[src/rtl/gate_tt_pkg.sv]
// Shared types and constants for the gate truth-table sequencer.
package gate_tt_pkg;

    typedef enum logic [1:0] {
        IDLE   = 2'd0,
        SETTLE = 2'd1,
        SAMPLE = 2'd2
    } state_t;

    localparam int unsigned SETTLE_W = 4;

    function automatic int unsigned vec_count(input int unsigned n);
        return 32'd1 << n;
    endfunction

endpackage

[src/rtl/gate_tt_settle_timer.sv]
// Settle-time down-counter: loaded at the start of each vector, flags expiry at zero.
module gate_tt_settle_timer
    import gate_tt_pkg::*;
(
    input  logic                clk,
    input  logic                rst_n,
    input  logic                i_load,
    input  logic                i_en,
    input  logic [SETTLE_W-1:0] i_load_val,
    output logic                o_expired
);

    logic [SETTLE_W-1:0] r_count;

    always_ff @(posedge clk or negedge rst_n) begin
        if (!rst_n) begin
            r_count <= '0;
        end else if (i_load) begin
            r_count <= i_load_val;
        end else if (i_en && (r_count != '0)) begin
            r_count <= r_count - SETTLE_W'(1);
        end
    end

    always_comb begin
        o_expired = (r_count == '0);
    end

endmodule

[src/rtl/gate_tt_sequencer.sv]
// Walks every input vector through a gate cell, captures its truth table and compares to EXPECTED.
// Optional first-mismatch reporting (fail_valid/fail_idx) when GATE_TT_SEQ_FAIL_IDX_EN is defined.
module gate_tt_sequencer
    import gate_tt_pkg::*;
#(
    parameter int unsigned                    N_IN          = 2,
    parameter int unsigned                    SETTLE_CYCLES = 2,
    parameter logic [vec_count(N_IN)-1:0]     EXPECTED      = 4'b1000
)(
    input  logic                         clk,
    input  logic                         rst_n,
    input  logic                         start,
    input  logic                         abort,
    input  logic                         gate_q,
    output logic [N_IN-1:0]              gate_in,
    output logic                         busy,
    output logic                         done,
    output logic                         pass,
`ifdef GATE_TT_SEQ_FAIL_IDX_EN
    output logic                         fail_valid,
    output logic [N_IN-1:0]              fail_idx,
`endif
    output logic [vec_count(N_IN)-1:0]   observed
);

    localparam int unsigned          V         = vec_count(N_IN);
    localparam logic [N_IN-1:0]      LAST_IDX  = N_IN'(V - 1);
    localparam logic [SETTLE_W-1:0]  LOAD_VAL  = (SETTLE_CYCLES == 0) ? '0 : SETTLE_W'(SETTLE_CYCLES - 1);
    // With no settle time every vector goes straight to its sample cycle.
    localparam state_t               RUN_STATE = (SETTLE_CYCLES == 0) ? SAMPLE : SETTLE;

    state_t          r_state;
    state_t          w_state_nxt;
    logic [N_IN-1:0] r_idx;
    logic [V-1:0]    r_observed;
    logic [V-1:0]    w_obs_capt;
    logic            r_done;
    logic            r_pass;
    logic            w_accept;
    logic            w_sample;
    logic            w_last;
    logic            w_load;
    logic            w_settle_en;
    logic            w_expired;

    gate_tt_settle_timer u_settle_timer (
        .clk        (clk),
        .rst_n      (rst_n),
        .i_load     (w_load),
        .i_en       (w_settle_en),
        .i_load_val (LOAD_VAL),
        .o_expired  (w_expired)
    );

    always_ff @(posedge clk or negedge rst_n) begin
        if (!rst_n) begin
            r_state <= IDLE;
        end else begin
            r_state <= w_state_nxt;
        end
    end

    always_comb begin
        w_state_nxt = r_state;
        case (r_state)
            IDLE: begin
                if (start && !abort) begin
                    w_state_nxt = RUN_STATE;
                end
            end
            SETTLE: begin
                if (abort) begin
                    w_state_nxt = IDLE;
                end else if (w_expired) begin
                    w_state_nxt = SAMPLE;
                end
            end
            SAMPLE: begin
                if (abort || (r_idx == LAST_IDX)) begin
                    w_state_nxt = IDLE;
                end else begin
                    w_state_nxt = RUN_STATE;
                end
            end
            default: begin
                w_state_nxt = IDLE;
            end
        endcase
    end

    // Abort suppresses the sample strobe, so an aborted final vector neither captures nor completes.
    always_comb begin
        w_accept    = (r_state == IDLE) && start && !abort;
        w_sample    = (r_state == SAMPLE) && !abort;
        w_last      = w_sample && (r_idx == LAST_IDX);
        w_load      = w_accept || (w_sample && !w_last);
        w_settle_en = (r_state == SETTLE);
        busy        = (r_state != IDLE);
        gate_in     = busy ? r_idx : '0;
        done        = r_done;
        pass        = r_pass;
        observed    = r_observed;
        w_obs_capt         = r_observed;
        w_obs_capt[r_idx]  = gate_q;
    end

    always_ff @(posedge clk or negedge rst_n) begin
        if (!rst_n) begin
            r_idx      <= '0;
            r_observed <= '0;
            r_done     <= 1'b0;
            r_pass     <= 1'b0;
        end else begin
            r_done <= 1'b0;
            if (w_accept) begin
                r_idx      <= '0;
                r_observed <= '0;
                r_pass     <= 1'b0;
            end else if (busy && abort) begin
                r_pass <= 1'b0;
            end else if (w_sample) begin
                r_observed <= w_obs_capt;
                if (w_last) begin
                    r_idx  <= '0;
                    r_done <= 1'b1;
                    r_pass <= (w_obs_capt == EXPECTED);
                end else begin
                    r_idx <= r_idx + N_IN'(1);
                end
            end
        end
    end

`ifdef GATE_TT_SEQ_FAIL_IDX_EN
    logic            r_fail_valid;
    logic [N_IN-1:0] r_fail_idx;

    always_ff @(posedge clk or negedge rst_n) begin
        if (!rst_n) begin
            r_fail_valid <= 1'b0;
            r_fail_idx   <= '0;
        end else if (w_accept) begin
            r_fail_valid <= 1'b0;
            r_fail_idx   <= '0;
        end else if (w_sample && !r_fail_valid && (gate_q != EXPECTED[r_idx])) begin
            r_fail_valid <= 1'b1;
            r_fail_idx   <= r_idx;
        end
    end

    always_comb begin
        fail_valid = r_fail_valid;
        fail_idx   = r_fail_idx;
    end
`endif

endmodule

[config.mk]
export PLATFORM = sky130hd
export DESIGN_NAME = gate_tt_sequencer
export DESIGN_NICKNAME = d
export VERILOG_FILES = /design/src/rtl/gate_tt_pkg.sv /design/src/rtl/gate_tt_settle_timer.sv /design/src/rtl/gate_tt_sequencer.sv
export SDC_FILE = /design/constraint.sdc
export NUM_CORES = 1
export LEC_CHECK = 0
export ABC_AREA = 1
export BUFFER_PORTS_ARGS = -buffer_cell sky130_fd_sc_hd__buf_2
export CAP_MARGIN = 10
export CORE_MARGIN = 2
export CORE_UTILIZATION = 54
export CTS_CLUSTER_SIZE = 28
export DETAILED_ROUTE_END_ITERATION = 6
export PLACE_DENSITY = 0.77
export SYNTH_ARGS = -nofsm -noshare
export SYNTH_HDL_FRONTEND = slang
export SYNTH_SLANG_ARGS = --single-unit
[constraint.sdc]
create_clock -name clk -period 1.6 [get_ports clk]
set_input_delay 0.32 -clock clk [delete_from_list [all_inputs] [get_ports clk]]
set_output_delay 0.32 -clock clk [all_outputs]
set_load 0.01 [all_outputs]
==> impl_results.md, run 1 <==
* Status: finished, final reports clean
* Leakage at 0.0005543 uW
* Initial Utilization at 0.5789
* CTS buffer count at 3
* DR vias/cell at 5.014
* Vias at 697
* Leading post-synthesis cells by cell area: dfrtp_1 (40%), nand2_1 (9.5%), ha_1 (8.6%), nand3_1 (7.5%), inv_1 (6.9%)
* Maximum fanout along the worst path at 5
* DRT antenna net count at 0
* Yosys reg bits at 14
* Power Density at 1666 mW/mm^2
* CTS H-Tree Depth at 1
* Commonest non-fill, non-tap cell in the layout: nand2_1
* Die width at 44.19 um
* Fin nets at 135
* Layout area overhead at 15.06%
* Clock-pin slew on the worst setup and hold paths at 0.09 ns
* R2r setup slk at 0.31 ns
* CTS root buf: clkbuf_4
* Register area share after synthesis at 0.4017
* Placer Congestion at 0.8108
* Commonest cells after routing, fill and taps aside: nand2_1 (22), inv_1 (16), dfrtp_1 (14)
* Grt ovf at 0
* Post-synthesis net count at 116
* Worst hold endpoint: r_state[0]
* Crit Path Class: flop to primary output
* Clock sinks at 14
* Fmax at roughly 660 MHz
* Worst R2R Path Depth at 9
* Layout cells sized above 1 at 0.2764
* Reg2reg start: u_settle_timer.r_count[0]
* Max-Cap Viols at 0
* Yosys top cell area share at 0.4017
* Wire per inst at 11.04 um
* I/O pins at 14
* Post-DP HPWL at 1216 um
* Max transition margin at 0.7984
* DIE AREA at between 0.0015 and 0.002 mm^2
* CTS tree: yes
* Worst setup path start: r_state[1]
* Drt drc at 0
* Endpoints failing hold at 0
* Max clock buf depth at 2
* Initial drt markers at 3
* RSZ-0062 raised after global routing: no
* Maximum VDD drop at between 0.8 and 0.9 mV
* First-pass GRT wire length at 2822 um
* HP Start: abort
* Final WL at 1535 um
* GRT Total Usage at 0.1976
* CP endpoint kind: primary output
* Hold Path Class: input port to flop
* Final Skew at 0.0009139 ns
* Final setup fails at 0
* Cells after Synth at approximately 110
* Port bufs at 13
* Post-CTS Setup Bufs at 0
* Core area at 0.001506 mm^2
* Cell Rows at 14
* Min cycle time layout at 1.506 ns
* Least-Margin Pin Slew at ~0.3 ns
* Setup TNS at 0 ns
* Yosys top cell by area: dfrtp_1
* Total inserted antenna cells at 0
* Synthesized area at 872.1 um^2
* Cell variety after synth at 20
* Mapped Avg Cell Area at 8.306 um^2
* Clk_lat worst skew at between 0.2 and 0.3 ns
* Final Cycle Share at 0.9413
* Max Slew Vio Count at 0
* Antenna violations before repair at 0
* Critical path launch point type: flop
* Layout fillers at 135
* CP arrival at 1.19 ns
* Number of global-route vias before repair at 689
* DRT Pass-1 Iters at 4
* Reg2reg end: u_settle_timer.r_count[2]
* Design area at between 0.001 and 0.0015 mm^2
* Largest net degree at the start of global routing at 15
* Chip height at roughly 44 um
* WHS Path Cells at 2
* Dpl cell area at roughly 960 um^2
* Worst EP required at 1.28 ns
* Synthesis Warnings at 0
[cell usage after synthesis]
master / n
a21oi_2: 1
dfrtp_1: 14
ha_1: 6
inv_1: 16
inv_2: 3
nand2_1: 22
nand2_2: 1
nand2_4: 2
nand3_1: 13
nand3_2: 1
nand3_4: 2
nand3b_1: 1
nand4_1: 3
nor2_1: 5
nor2_2: 4
nor2_4: 2
o2111ai_1: 1
o21ai_0: 4
o21ai_1: 3
o21ai_2: 1
[layout make-up]
type / count / area, um^2 / share of cell area
tap: 16 / 20.02 / 0.01995
inverter: 19 / 71.32 / 0.07107
multi-input combinational: 72 / 450.4 / 0.4489
timing repair buffer: 14 / 75.07 / 0.07481
clock buffer: 4 / 36.28 / 0.03616
sequential: 14 / 350.3 / 0.3491
[worst max path at each step]
stage / endpoint / slack (ns) / cells after the start
after CTS: gate_in[0] / 0.07 / 3
after detailed placement: u_settle_timer.r_count[3] / 0.31 / 7
final: gate_in[0] / 0.09 / 3
after global routing: gate_in[0] / 0.02 / 3
after floorplan: u_settle_timer.r_count[2] / 0.43 / 9
after global placement: u_settle_timer.r_count[3] / 0.33 / 7
[critical path, stage by stage (launching register included)]
cell     delay [ns]
dfrtp_1        0.48
nor2_2         0.22
nor2_1         0.07
buf_2          0.14
[flip-flops by register name, summed over array words and instances (netlist names)]
signal,cells
done,1
observed,4
pass,1
r_idx,2
r_state,2
u_settle_timer.r_count,4
[repair_timing]
| item | in CTS | in global routing |
|---|---|---|
| hold buffers | 1 | 0 |
| endpoints found under the hold margin | 14 | 0 |
| gates resized for setup | 0 | 0 |
[where the power goes]
group,leakage [uW],internal (uW),switching (uW)
Combinational,0.000351,314,524
Clock,0.0000210,138,119
Sequential,0.000182,484,92.7
Total,0.000554,937,736
[logic make-up (layout without fill, tap and decap cells)]
kind of cell               Yosys count  count (layout)  share of synthesized area
and+or+nand+nor                     56              56                     0.3601
buffers and inverters               19              37                    0.08178
DFF                                 14              14                     0.4017
AOI/OAI and AO/OA                   10              10                    0.07030
adders and majority gates            6               6                    0.08608
[routing by layer]
layer	global-route usage	share of wire
met5	0	0
met3	0.03673	0.029
met2	0.3471	0.52
met1	0.2391	0.44
met4	0.07273	0.010
[per-stage QoR]
stage | utilization | instances | hold slack (ns) | total power (uW) | setup WS, ns
floorplan | - | 105 | 0.02441 | 1216 | 0.4258
global placement | 0.6354 | 134 | 0.2259 | 1407 | 0.3290
detailed placement | 0.6354 | 134 | 0.2317 | 1430 | 0.3124
CTS | 0.6661 | 139 | 0.2708 | 1690 | 0.07473
global route | 0.6661 | 139 | 0.2786 | 1849 | 0.01604
finish | 0.6661 | 139 | 0.2729 | 1672 | 0.09390
No activity file was read; power rests on OpenSTA's default activity.
==> run 2: changes to the inputs <==
SYNTH_HIERARCHICAL = 1   (was default)
==> run 2 against run 1 <==
Compared with the run above: first-iteration DRC count increased to 6.0 times the previous value; global-route usage increased by 2.9 points; worst setup slack improved by 0.042 ns; clock skew decreased by 0.00062 ns; non-clock buffer count increased by 2; worst hold slack got worse by 0.056 ns; routed wire length increased by 13%; largest power group unchanged; via count increased by 17%; critical endpoint unchanged; power decreased by 5.9%; critical path depth unchanged.
==> impl_results.md, run 2 <==
* Status: finished, final reports clean
* Met2 GRT Util at 0.3130
* Commonest cells after routing, fill and taps aside: nand2_1 (39), inv_1 (16), dfrtp_1 (14)
* CP arrival at around 1.1 ns
* Leading post-synthesis cells by cell area: dfrtp_1 (39%), nand2_1 (17%), ha_1 (7.0%), inv_1 (6.8%), nand3_1 (5.1%)
* Max clock buf depth at 2
* Global routing's busiest layer: met1
* Final setup fails at 0
* Cell Rows at 14
* CTS H-Tree Depth at 1
* Number of global-route vias before repair at 796
* CTS tree: yes
* Seq pwr share at 0.347
* Synthesis Warnings at 6
* Maximum VDD drop at ~1.0 mV
* CTS buffer count at 3
* Endpoints failing hold at 0
* Port bufs at 13
* Layout area overhead at 18.14%
* Met3 Use GR at 0.04898
* Leakage at between 0.0006 and 0.0007 uW
* Post-DP HPWL at 1311 um
* Sw Ratio at 0.4370
* CTS root buf: clkbuf_4
* Placer Congestion at just over 0.9
* Most common cell in the netlist: nand2_1
* GR Layer Usage met1 at 0.3170
* Final Skew at 0.0002898 ns
* Register area share after synthesis at 0.3938
* Total inserted antenna cells at 0
* DRT antenna net count at 0
* Clock-pin slew on the worst setup and hold paths at 0.08 ns
* RSZ-0062 raised after global routing: no
* Number of flops mapped to enable cells by yosys at 0
* Critical path launch point type: flop
* Chip height at 44.59 um
* Sw power at between 600 and 700 uW
* Synthesized area at 889.6 um^2
* Initial drt markers at 18
* Asr flop ratio synth at 1.000
* Maximum fanout along the worst path at 6
* DRT Pass-1 Iters at 5
* Layout cells sized above 1 at 0.2361
* CP endpoint kind: primary output
* Power Density at 1498 mW/mm^2
* Hold Path Class: input port to flop
* Clk pwr share at 0.165
* Layout Utilization at 0.6897
* Fin nets at 155
* Final WL at around 1700 um
* Cells after Synth at 122
* Yosys top cell by area: dfrtp_1
* Max Slew Vio Count at 0
* DIE AREA at 0.001988 mm^2
* Final Cycle Share at 0.9150
* Yosys reg bits at 14
* Main flop type after synthesis: dfrtp_1
* Wire per inst at 10.83 um
* Clock sinks at 14
* Antenna violations before repair at 0
* Comb power frac at 0.488
* Mapped Avg Cell Area at 7.292 um^2
* Vias at 815
* P_int at approximately 890 uW
* Commonest non-fill, non-tap cell in the layout: nand2_1
* Crit Path Class: flop to primary output
* Fmax at 683.1 MHz
* Grt ovf at 0
* Max-Cap Viols at 0
* Initial Utilization at 0.5837
* Worst EP required at 1.28 ns
* Setup TNS at 0 ns
* First-pass GRT wire length at approximately 3200 um
* Drt drc at 0
* Post-CTS Setup Bufs at 0
* Layout fillers at around 120
* Min cycle time layout at 1.464 ns
* I/O pins at 14
* GRT Total Usage at 0.2267
* Die width at 44.59 um
* DR vias/cell at 5.094
* Core area at 0.001524 mm^2
* Cell variety after synth at 22
* Clk_lat worst skew at roughly 0.29 ns
* Yosys top cell area share at 0.3938
* Largest net degree at the start of global routing at 15
* Commonest cells in the netlist: nand2_1 (40), inv_1 (16), dfrtp_1 (14), nand3_1 (9), nor2_1 (8)
==> run 2: cell count changes after synthesis, moves of 2 or more <==
cell and delta:
nand2_1 +18, nand3_1 -4, nor2_1 +3, o22ai_1 +3, conb_1 +2, nand2_2 +2, nor2_2 -2, nor2_4 -2
==> run 2: final timing paths <==
kind,end,slack [ns],cells past startpoint,start
min in group asynchronous,done,0.45,2,rst_n
worst max-delay path,gate_in[0],0.14,3,r_state[1]
max in group asynchronous,u_settle_timer/r_count[2],0.91,2,rst_n
worst max register to register,u_settle_timer/r_count[2],0.17,8,r_idx[0]
worst min register to register,pass,0.54,2,pass
worst min-delay path,r_state[1],0.22,2,abort
==> run 2: layout make-up <==
type | instances | area (um^2) | area share
Timing Repair Buffer | 16 | 90.09 | 0.08571
Tap cell | 16 | 20.02 | 0.01905
Multi-Input combinational cell | 89 | 475.5 | 0.4524
Inverter | 21 | 78.83 | 0.07500
Clock buffer | 4 | 36.28 | 0.03452
Sequential cell | 14 | 350.3 | 0.3333
==> run 2: what timing repair did <==
item / in CTS / in global routing
setup endpoints to repair: 0 / 4
hold buffers: 1 / 0
hold endpoints to repair: 14 / 0
gates resized for setup: 0 / 2
==> run 2: power groups by stage <==
stage	clock, uW	sequential (uW)	combinational, uW
global placement	0	550	735
floorplan	0	544	571
finish	260	547	768
CTS	269	545	759
detailed placement	0	552	752
global route	279	564	904
==> run 2: cells by family after synthesis <==
group                    share of synthesized area
other                                     0.008442
AO/OA/AOI/OAI                              0.05907
AND/OR/NAND/NOR                             0.3797
flip-flops                                  0.3938
buffers and inverters                      0.08860
adder cells (fa/ha/maj)                    0.07032
==> run 2: per-layer routing <==
metal / part of all wire / up-vias
met5: 0 / -
met4: 0.036 / 0
met3: 0.050 / 4
met2: 0.41 / 23
met1: 0.50 / 370
li1: - / 418
==> run 2: stage by stage <==
step	total power, uW	setup WS [ns]	instances	hold slack [ns]	cell area [um^2]
finish	1574	0.1361	160	0.2164	1051
global route	1746	0.04079	160	0.2296	1051
CTS	1573	0.01923	160	0.2073	1044
detailed placement	1305	0.03314	155	0.2324	997.2
global placement	1286	0.1013	155	0.2349	997.2
floorplan	1116	0.1516	124	0.02441	897.1
==> run 2: worst max-delay path, stage by stage, from the launching register on <==
cell,delay (ns)
dfrtp_1,0.48
nor2_2,0.19
nor2_1,0.05
buf_2,0.13
